## src/rtl/graphite_cmd_pkg.sv

```systemverilog
// Shared command-word definitions for the rasterizer command path:
// field widths and positions, the unpacker state type and the header layout.
package graphite_cmd_pkg;

    localparam int CMD_WORD_W  = 32;
    localparam int CMD_OP_W    = 8;
    localparam int CMD_RSV_W   = 4;
    localparam int CMD_LEN_W   = 4;
    localparam int CMD_IMM_W   = 16;

    localparam int CMD_OP_LSB  = 24;
    localparam int CMD_RSV_LSB = 20;
    localparam int CMD_LEN_LSB = 16;
    localparam int CMD_IMM_LSB = 0;

    typedef enum logic [2:0] {
        IDLE = 3'd0,
        HDR  = 3'd1,
        PAY  = 3'd2,
        SKIP = 3'd3,
        OUT  = 3'd4
    } cmd_unpack_state_t;

    typedef struct packed {
        logic [CMD_OP_W-1:0]  opcode;
        logic [CMD_RSV_W-1:0] rsv;
        logic [CMD_LEN_W-1:0] len;
        logic [CMD_IMM_W-1:0] imm;
    } cmd_hdr_t;

    // Split a raw FIFO word into header fields using the named bit positions.
    function automatic cmd_hdr_t unpack_hdr(input logic [CMD_WORD_W-1:0] w);
        cmd_hdr_t h;
        h.opcode = w[CMD_OP_LSB  +: CMD_OP_W];
        h.rsv    = w[CMD_RSV_LSB +: CMD_RSV_W];
        h.len    = w[CMD_LEN_LSB +: CMD_LEN_W];
        h.imm    = w[CMD_IMM_LSB +: CMD_IMM_W];
        return h;
    endfunction

endpackage

```

## src/rtl/cmd_unpacker.sv

```systemverilog
// Reader-side command parser for the async command FIFO.
// Pulls a header word plus its payload words, tracking the FIFO's one-cycle
// read latency with a pending flag, and presents whole commands on a
// valid/ready port. Oversized commands are flagged and drained silently.
module cmd_unpacker
    import graphite_cmd_pkg::*;
#(
    parameter int MAX_PAYLOAD = 4
) (
    input  logic                        clk,
    input  logic                        rst_i,
    input  logic [CMD_WORD_W-1:0]       fifo_q_i,
    input  logic                        fifo_empty_i,
    output logic                        fifo_deq_o,
    output logic                        cmd_valid_o,
    input  logic                        cmd_ready_i,
    output logic [CMD_OP_W-1:0]         cmd_opcode_o,
    output logic [CMD_IMM_W-1:0]        cmd_imm_o,
    output logic [CMD_LEN_W-1:0]        cmd_len_o,
    output logic [32*MAX_PAYLOAD-1:0]   cmd_payload_o,
    output logic                        err_len_o
);

    localparam logic [CMD_LEN_W-1:0] MAX_LEN = CMD_LEN_W'(MAX_PAYLOAD);

    cmd_unpack_state_t     state_q, state_d;
    logic                  pend_q;
    logic [CMD_LEN_W-1:0]  tgt_len_q, tgt_len_d;
    logic [CMD_LEN_W-1:0]  req_cnt_q, req_cnt_d;
    logic [CMD_LEN_W-1:0]  rcv_cnt_q, rcv_cnt_d;
    logic [CMD_OP_W-1:0]   opcode_q, opcode_d;
    logic [CMD_IMM_W-1:0]  imm_q, imm_d;
    logic [CMD_LEN_W-1:0]  cmd_len_q, cmd_len_d;
    logic                  valid_q, valid_d;
    logic                  err_q, err_d;
    logic [CMD_WORD_W-1:0] payload_q [MAX_PAYLOAD];
    logic [CMD_WORD_W-1:0] payload_d [MAX_PAYLOAD];

    cmd_hdr_t              hdr_s;
    logic                  deq_s;
    logic                  deq_acc_s;
    logic                  hdr_rsv_unused;

    // Reserved header bits carry no meaning for this block.
    assign hdr_rsv_unused = ^hdr_s.rsv;

    // Dequeue is suppressed while reset is held so nothing is pulled into a
    // block that is about to forget it.
    assign fifo_deq_o = deq_s & ~rst_i;
    assign deq_acc_s  = fifo_deq_o & ~fifo_empty_i;

    // Next-state, counters, header latch and payload capture.
    always_comb begin
        hdr_s     = unpack_hdr(fifo_q_i);
        state_d   = state_q;
        tgt_len_d = tgt_len_q;
        req_cnt_d = req_cnt_q;
        rcv_cnt_d = rcv_cnt_q;
        opcode_d  = opcode_q;
        imm_d     = imm_q;
        cmd_len_d = cmd_len_q;
        valid_d   = valid_q;
        err_d     = 1'b0;
        deq_s     = 1'b0;
        for (int k = 0; k < MAX_PAYLOAD; k++) begin
            payload_d[k] = payload_q[k];
        end

        case (state_q)
            IDLE: begin
                if (!fifo_empty_i) begin
                    deq_s   = 1'b1;
                    state_d = HDR;
                end else begin
                    state_d = IDLE;
                end
            end

            HDR: begin
                if (pend_q) begin
                    tgt_len_d = hdr_s.len;
                    rcv_cnt_d = 4'd0;
                    if (hdr_s.len > MAX_LEN) begin
                        // Oversized: flag once and drain its words without output.
                        err_d     = 1'b1;
                        deq_s     = ~fifo_empty_i;
                        req_cnt_d = {3'd0, ~fifo_empty_i};
                        state_d   = SKIP;
                    end else if (hdr_s.len == 4'd0) begin
                        opcode_d  = hdr_s.opcode;
                        imm_d     = hdr_s.imm;
                        cmd_len_d = 4'd0;
                        req_cnt_d = 4'd0;
                        valid_d   = 1'b1;
                        state_d   = OUT;
                    end else begin
                        // First payload request overlaps header decode: no bubble.
                        opcode_d  = hdr_s.opcode;
                        imm_d     = hdr_s.imm;
                        cmd_len_d = hdr_s.len;
                        deq_s     = ~fifo_empty_i;
                        req_cnt_d = {3'd0, ~fifo_empty_i};
                        state_d   = PAY;
                    end
                end else begin
                    state_d = HDR;
                end
            end

            PAY: begin
                if ((req_cnt_q < tgt_len_q) && !fifo_empty_i) begin
                    deq_s     = 1'b1;
                    req_cnt_d = req_cnt_q + 4'd1;
                end else begin
                    deq_s     = 1'b0;
                end
                if (pend_q) begin
                    for (int k = 0; k < MAX_PAYLOAD; k++) begin
                        if (rcv_cnt_q == CMD_LEN_W'(k)) begin
                            payload_d[k] = fifo_q_i;
                        end else begin
                            payload_d[k] = payload_q[k];
                        end
                    end
                    rcv_cnt_d = rcv_cnt_q + 4'd1;
                    if (rcv_cnt_q == tgt_len_q - 4'd1) begin
                        valid_d = 1'b1;
                        state_d = OUT;
                    end else begin
                        state_d = PAY;
                    end
                end else begin
                    state_d = PAY;
                end
            end

            SKIP: begin
                if ((req_cnt_q < tgt_len_q) && !fifo_empty_i) begin
                    deq_s     = 1'b1;
                    req_cnt_d = req_cnt_q + 4'd1;
                end else begin
                    deq_s     = 1'b0;
                end
                if (pend_q) begin
                    rcv_cnt_d = rcv_cnt_q + 4'd1;
                    if (rcv_cnt_q == tgt_len_q - 4'd1) begin
                        state_d = IDLE;
                    end else begin
                        state_d = SKIP;
                    end
                end else begin
                    state_d = SKIP;
                end
            end

            OUT: begin
                if (cmd_ready_i) begin
                    valid_d = 1'b0;
                    for (int k = 0; k < MAX_PAYLOAD; k++) begin
                        payload_d[k] = '0;
                    end
                    state_d = IDLE;
                end else begin
                    valid_d = 1'b1;
                    state_d = OUT;
                end
            end

            default: begin
                state_d = IDLE;
            end
        endcase
    end

    // State, read-latency tracker and registered command outputs.
    always_ff @(posedge clk or posedge rst_i) begin
        if (rst_i) begin
            state_q   <= IDLE;
            pend_q    <= 1'b0;
            tgt_len_q <= 4'd0;
            req_cnt_q <= 4'd0;
            rcv_cnt_q <= 4'd0;
            opcode_q  <= 8'd0;
            imm_q     <= 16'd0;
            cmd_len_q <= 4'd0;
            valid_q   <= 1'b0;
            err_q     <= 1'b0;
            for (int k = 0; k < MAX_PAYLOAD; k++) begin
                payload_q[k] <= 32'd0;
            end
        end else begin
            state_q   <= state_d;
            pend_q    <= deq_acc_s;
            tgt_len_q <= tgt_len_d;
            req_cnt_q <= req_cnt_d;
            rcv_cnt_q <= rcv_cnt_d;
            opcode_q  <= opcode_d;
            imm_q     <= imm_d;
            cmd_len_q <= cmd_len_d;
            valid_q   <= valid_d;
            err_q     <= err_d;
            for (int k = 0; k < MAX_PAYLOAD; k++) begin
                payload_q[k] <= payload_d[k];
            end
        end
    end

    assign cmd_valid_o  = valid_q;
    assign cmd_opcode_o = opcode_q;
    assign cmd_imm_o    = imm_q;
    assign cmd_len_o    = cmd_len_q;
    assign err_len_o    = err_q;

    for (genvar g = 0; g < MAX_PAYLOAD; g++) begin : g_pl
        assign cmd_payload_o[32*g +: 32] = payload_q[g];
    end

endmodule

```

## config.mk

```make
export PLATFORM = sky130hd
export DESIGN_NAME = cmd_unpacker
export DESIGN_NICKNAME = d
export VERILOG_FILES = /design/src/rtl/graphite_cmd_pkg.sv /design/src/rtl/cmd_unpacker.sv
export SDC_FILE = /design/constraint.sdc
export NUM_CORES = 1
export LEC_CHECK = 0
export ABC_AREA = 1
export CORE_MARGIN = 8
export CORE_UTILIZATION = 52
export CTS_BUF_LIST = sky130_fd_sc_hd__clkbuf_16
export DETAILED_ROUTE_END_ITERATION = 8
export GPL_ROUTABILITY_DRIVEN = 1
export PLACE_DENSITY = 0.87
export REMOVE_ABC_BUFFERS = 1
export SYNTH_ARGS = -nofsm -noshare
export SYNTH_HDL_FRONTEND = slang
export SYNTH_SLANG_ARGS = --single-unit
```

## constraint.sdc

```tcl
create_clock -name clk -period 17.6 [get_ports clk]
set_input_delay 3.52 -clock clk [delete_from_list [all_inputs] [get_ports clk]]
set_output_delay 3.52 -clock clk [all_outputs]
set_load 0.01 [all_outputs]
```

==> impl_results.md <==
* Util after Layout at 72.1%
* Mapped Cells at 836
* DRT antenna net count at 0
* CP endpoint kind: primary output
* Hold depth at 2
* Placed cells at 1181
* Vias per cell at 5.09
* Maximum fanout along the worst path at 5
* Final slew viol count at 0
* Critical-path cell list: clkdlybuf4s50_1 > nor2_1 > nand3_1 > a31oi_1 > a21oi_1 > clkdlybuf4s50_1
* Fin nets at 1065
* FF-to-FF path depth at 8
* HP Class: register to register
* P&R area growth vs syn at 35.6%
* Final Hold Viols at 0
* Cts hold-fix bufs at 0
* Final hold slack at 485 ps
* F_max at 0.115 GHz
* Num CTS Buffers at 17
* Worst slew pin tran at 1130 ps
* Max-slew headroom at 24.5%
* Post-synthesis sequential area ratio at 59.0%
* Synth Flop Type: dfrtp_1
* Synth Register Bits at 174
* VDD IR max at 0.114 mV
* Critical Path Stages at 6
* Fraction of registers with async set or reset after synthesis at 100%
* CP required at 14080 ps
* Drt pass-1 iters at 5
* Final instance area at 10000 µm²
* Post-route clock period utilization at 49.6%
* Starting Density at 53.1%
* Final setup TNS at 0 ps
* Area share of the leading cell type in the synthesized netlist at 59.0%
* PnR worst setup slack at 8880 ps
* Skew final at 19.5 ps
* Pre-CTS setup slack at 8940 ps
* CTS Sinks at 174
* EDFF count, synth at 0
* Post-route insts no fill at 1213
* Num rows at 43
* Clk slew on worst S/H paths at 70 ps
* Die width at 135 µm
* Initial drt markers at 329
* Core area at 13900 µm²
* Worst path arrival time at 5200 ps
* Synth area leader: dfrtp_1
* Post-CTS sizing at 0
* Die Y at 135 µm
* HPWL Detailed at 13900 µm
* DP Area at 9410 µm²
* CP max stage cell: clkdlybuf4s50_1
* DRC at 0
* Clock Path Buffers at 2
* Syn. warnings at 0
* WP buf/inv at 2
* Crit path time final at 8720 ps
* WS Path Type: input pin to primary output
* Total GRT Usage at 22.4%
* Routed wire length at 20400 µm
* Largest net degree at the start of global routing at 106
* Startpoint Class: input pin
* I/O Buffers at 194
* Status: complete, no violations
* Routed vias at 6177
* Syn Area/Cell at 8.82 µm²
* Setup Fix Bufs, Post-CTS at 0
* Die area at 18300 µm²
* CTS tree: built
* RSZ-0062 raised after global routing: false
* Max Cap Violations at 0
* Yosys cell types at 27
* Initial antenna violation count at 0
* First-pass GRT wire length at 32100 µm
* CP max stage delay at 480 ps
* Diode count at 0
* Synthesized area at 7380 µm²
* CTS HTree Levels at 4
* P_leak at 4.80 nW
* Pwr Total at 1.91 mW
* Most common cell in the synthesized netlist: nand2_1
* GR Overflow Total at 0
* Largest cells by area after synthesis: dfrtp_1 59%, nand2_1 10%, o21ai_0 7.5%, inv_1 7.0%, nor2_1 3.4%
* Worst path most repeated cell: clkdlybuf4s50_1
* Clk Latency, worst-skew pair at 440 ps
* Top Ports at 195
* Root Buffer Master: clkbuf_16
* Wire per inst at 16.8 µm
* Vias in the first global route at 6096
* Top Family by Delay on Critical Path: buffers and inverters
* Share of cells above drive strength 1 at 5.81%
* Top cells by count, synth: 200 x nand2_1, 174 x dfrtp_1, 138 x inv_1
* Power Density at 190 nW/µm²
* Count of final setup violators at 0
* RePlAce Congestion at 0.843
==> where the power goes <==
part	total [mW]	internal [mW]	switching [mW]
Clock	0.384	0.223	0.161
Sequential	0.697	0.583	0.113
Combinational	0.825	0.411	0.414
Total	1.91	1.22	0.688
==> cell type report <==
type / count / area, µm²
tap: 180 / 225
fill: 1020 / 3880
multi-input combinational: 485 / 2310
inverter: 142 / 538
clock buffer: 17 / 425
timing repair buffer: 200 / 1990
sequential: 174 / 4350
clock inverter: 15 / 169
==> final timing paths <==
path	slack, ps	from	to
max	8880	fifo_q_i[17]	fifo_deq_o
min	490	cmd_payload_o[7]	cmd_payload_o[7]
max reg2reg	14870	state_q[1]	cmd_payload_o[44]
min reg2reg	490	cmd_payload_o[7]	cmd_payload_o[7]
max in group asynchronous	12420	rst_i	cmd_imm_o[2]
min in group asynchronous	3750	rst_i	cmd_len_o[3]
==> cells in the final DEF (no fill, tap or decap), types with 4 or more instances in the layout <==
master	instances
a21oi_1	27
buf_4	6
clkbuf_16	17
clkdlybuf4s50_1	194
dfrtp_1	174
ha_1	9
inv_1	138
inv_2	4
inv_6	5
nand2_1	200
nand3_1	16
nor2_1	66
o21ai_0	111
o21ai_1	14
o21ai_2	10
o31ai_1	12
==> routing by layer <==
layer | vias to the layer above | GRT usage, % | wire length (µm)
li1 | 2966 | - | -
met1 | 2958 | 26.2 | 8300
met2 | 215 | 35.4 | 9570
met3 | 38 | 9.58 | 1920
met4 | 0 | 9.81 | 592
met5 | - | 0 | 0
==> cells by family (layout without fill, tap and decap cells) <==
logic type | Yosys count | count (layout) | synth area share (%)
AND/OR/NAND/NOR | 294 | 294 | 16.1
adder cells (fa/ha/maj) | 9 | 9 | 1.53
flip-flops | 174 | 174 | 59.0
buffers and inverters | 177 | 374 | 9.79
XOR/XNOR | 4 | 4 | 0.475
AO/OA/AOI/OAI | 178 | 178 | 13.1
==> tightest hold or removal path: stages (launching register included) <==
cell and delay (ps):
dfrtp_1 340, nand2_1 50, o21ai_0 60
==> registers in the layout, summed over array words and instances (netlist names), 3 cells and up <==
signal         flops
cmd_imm_o         16
cmd_len_o          4
cmd_opcode_o       8
cmd_payload_o    128
rcv_cnt_q          4
req_cnt_q          4
state_q            3
tgt_len_q          4
Power figures use the tool's default switching activity.
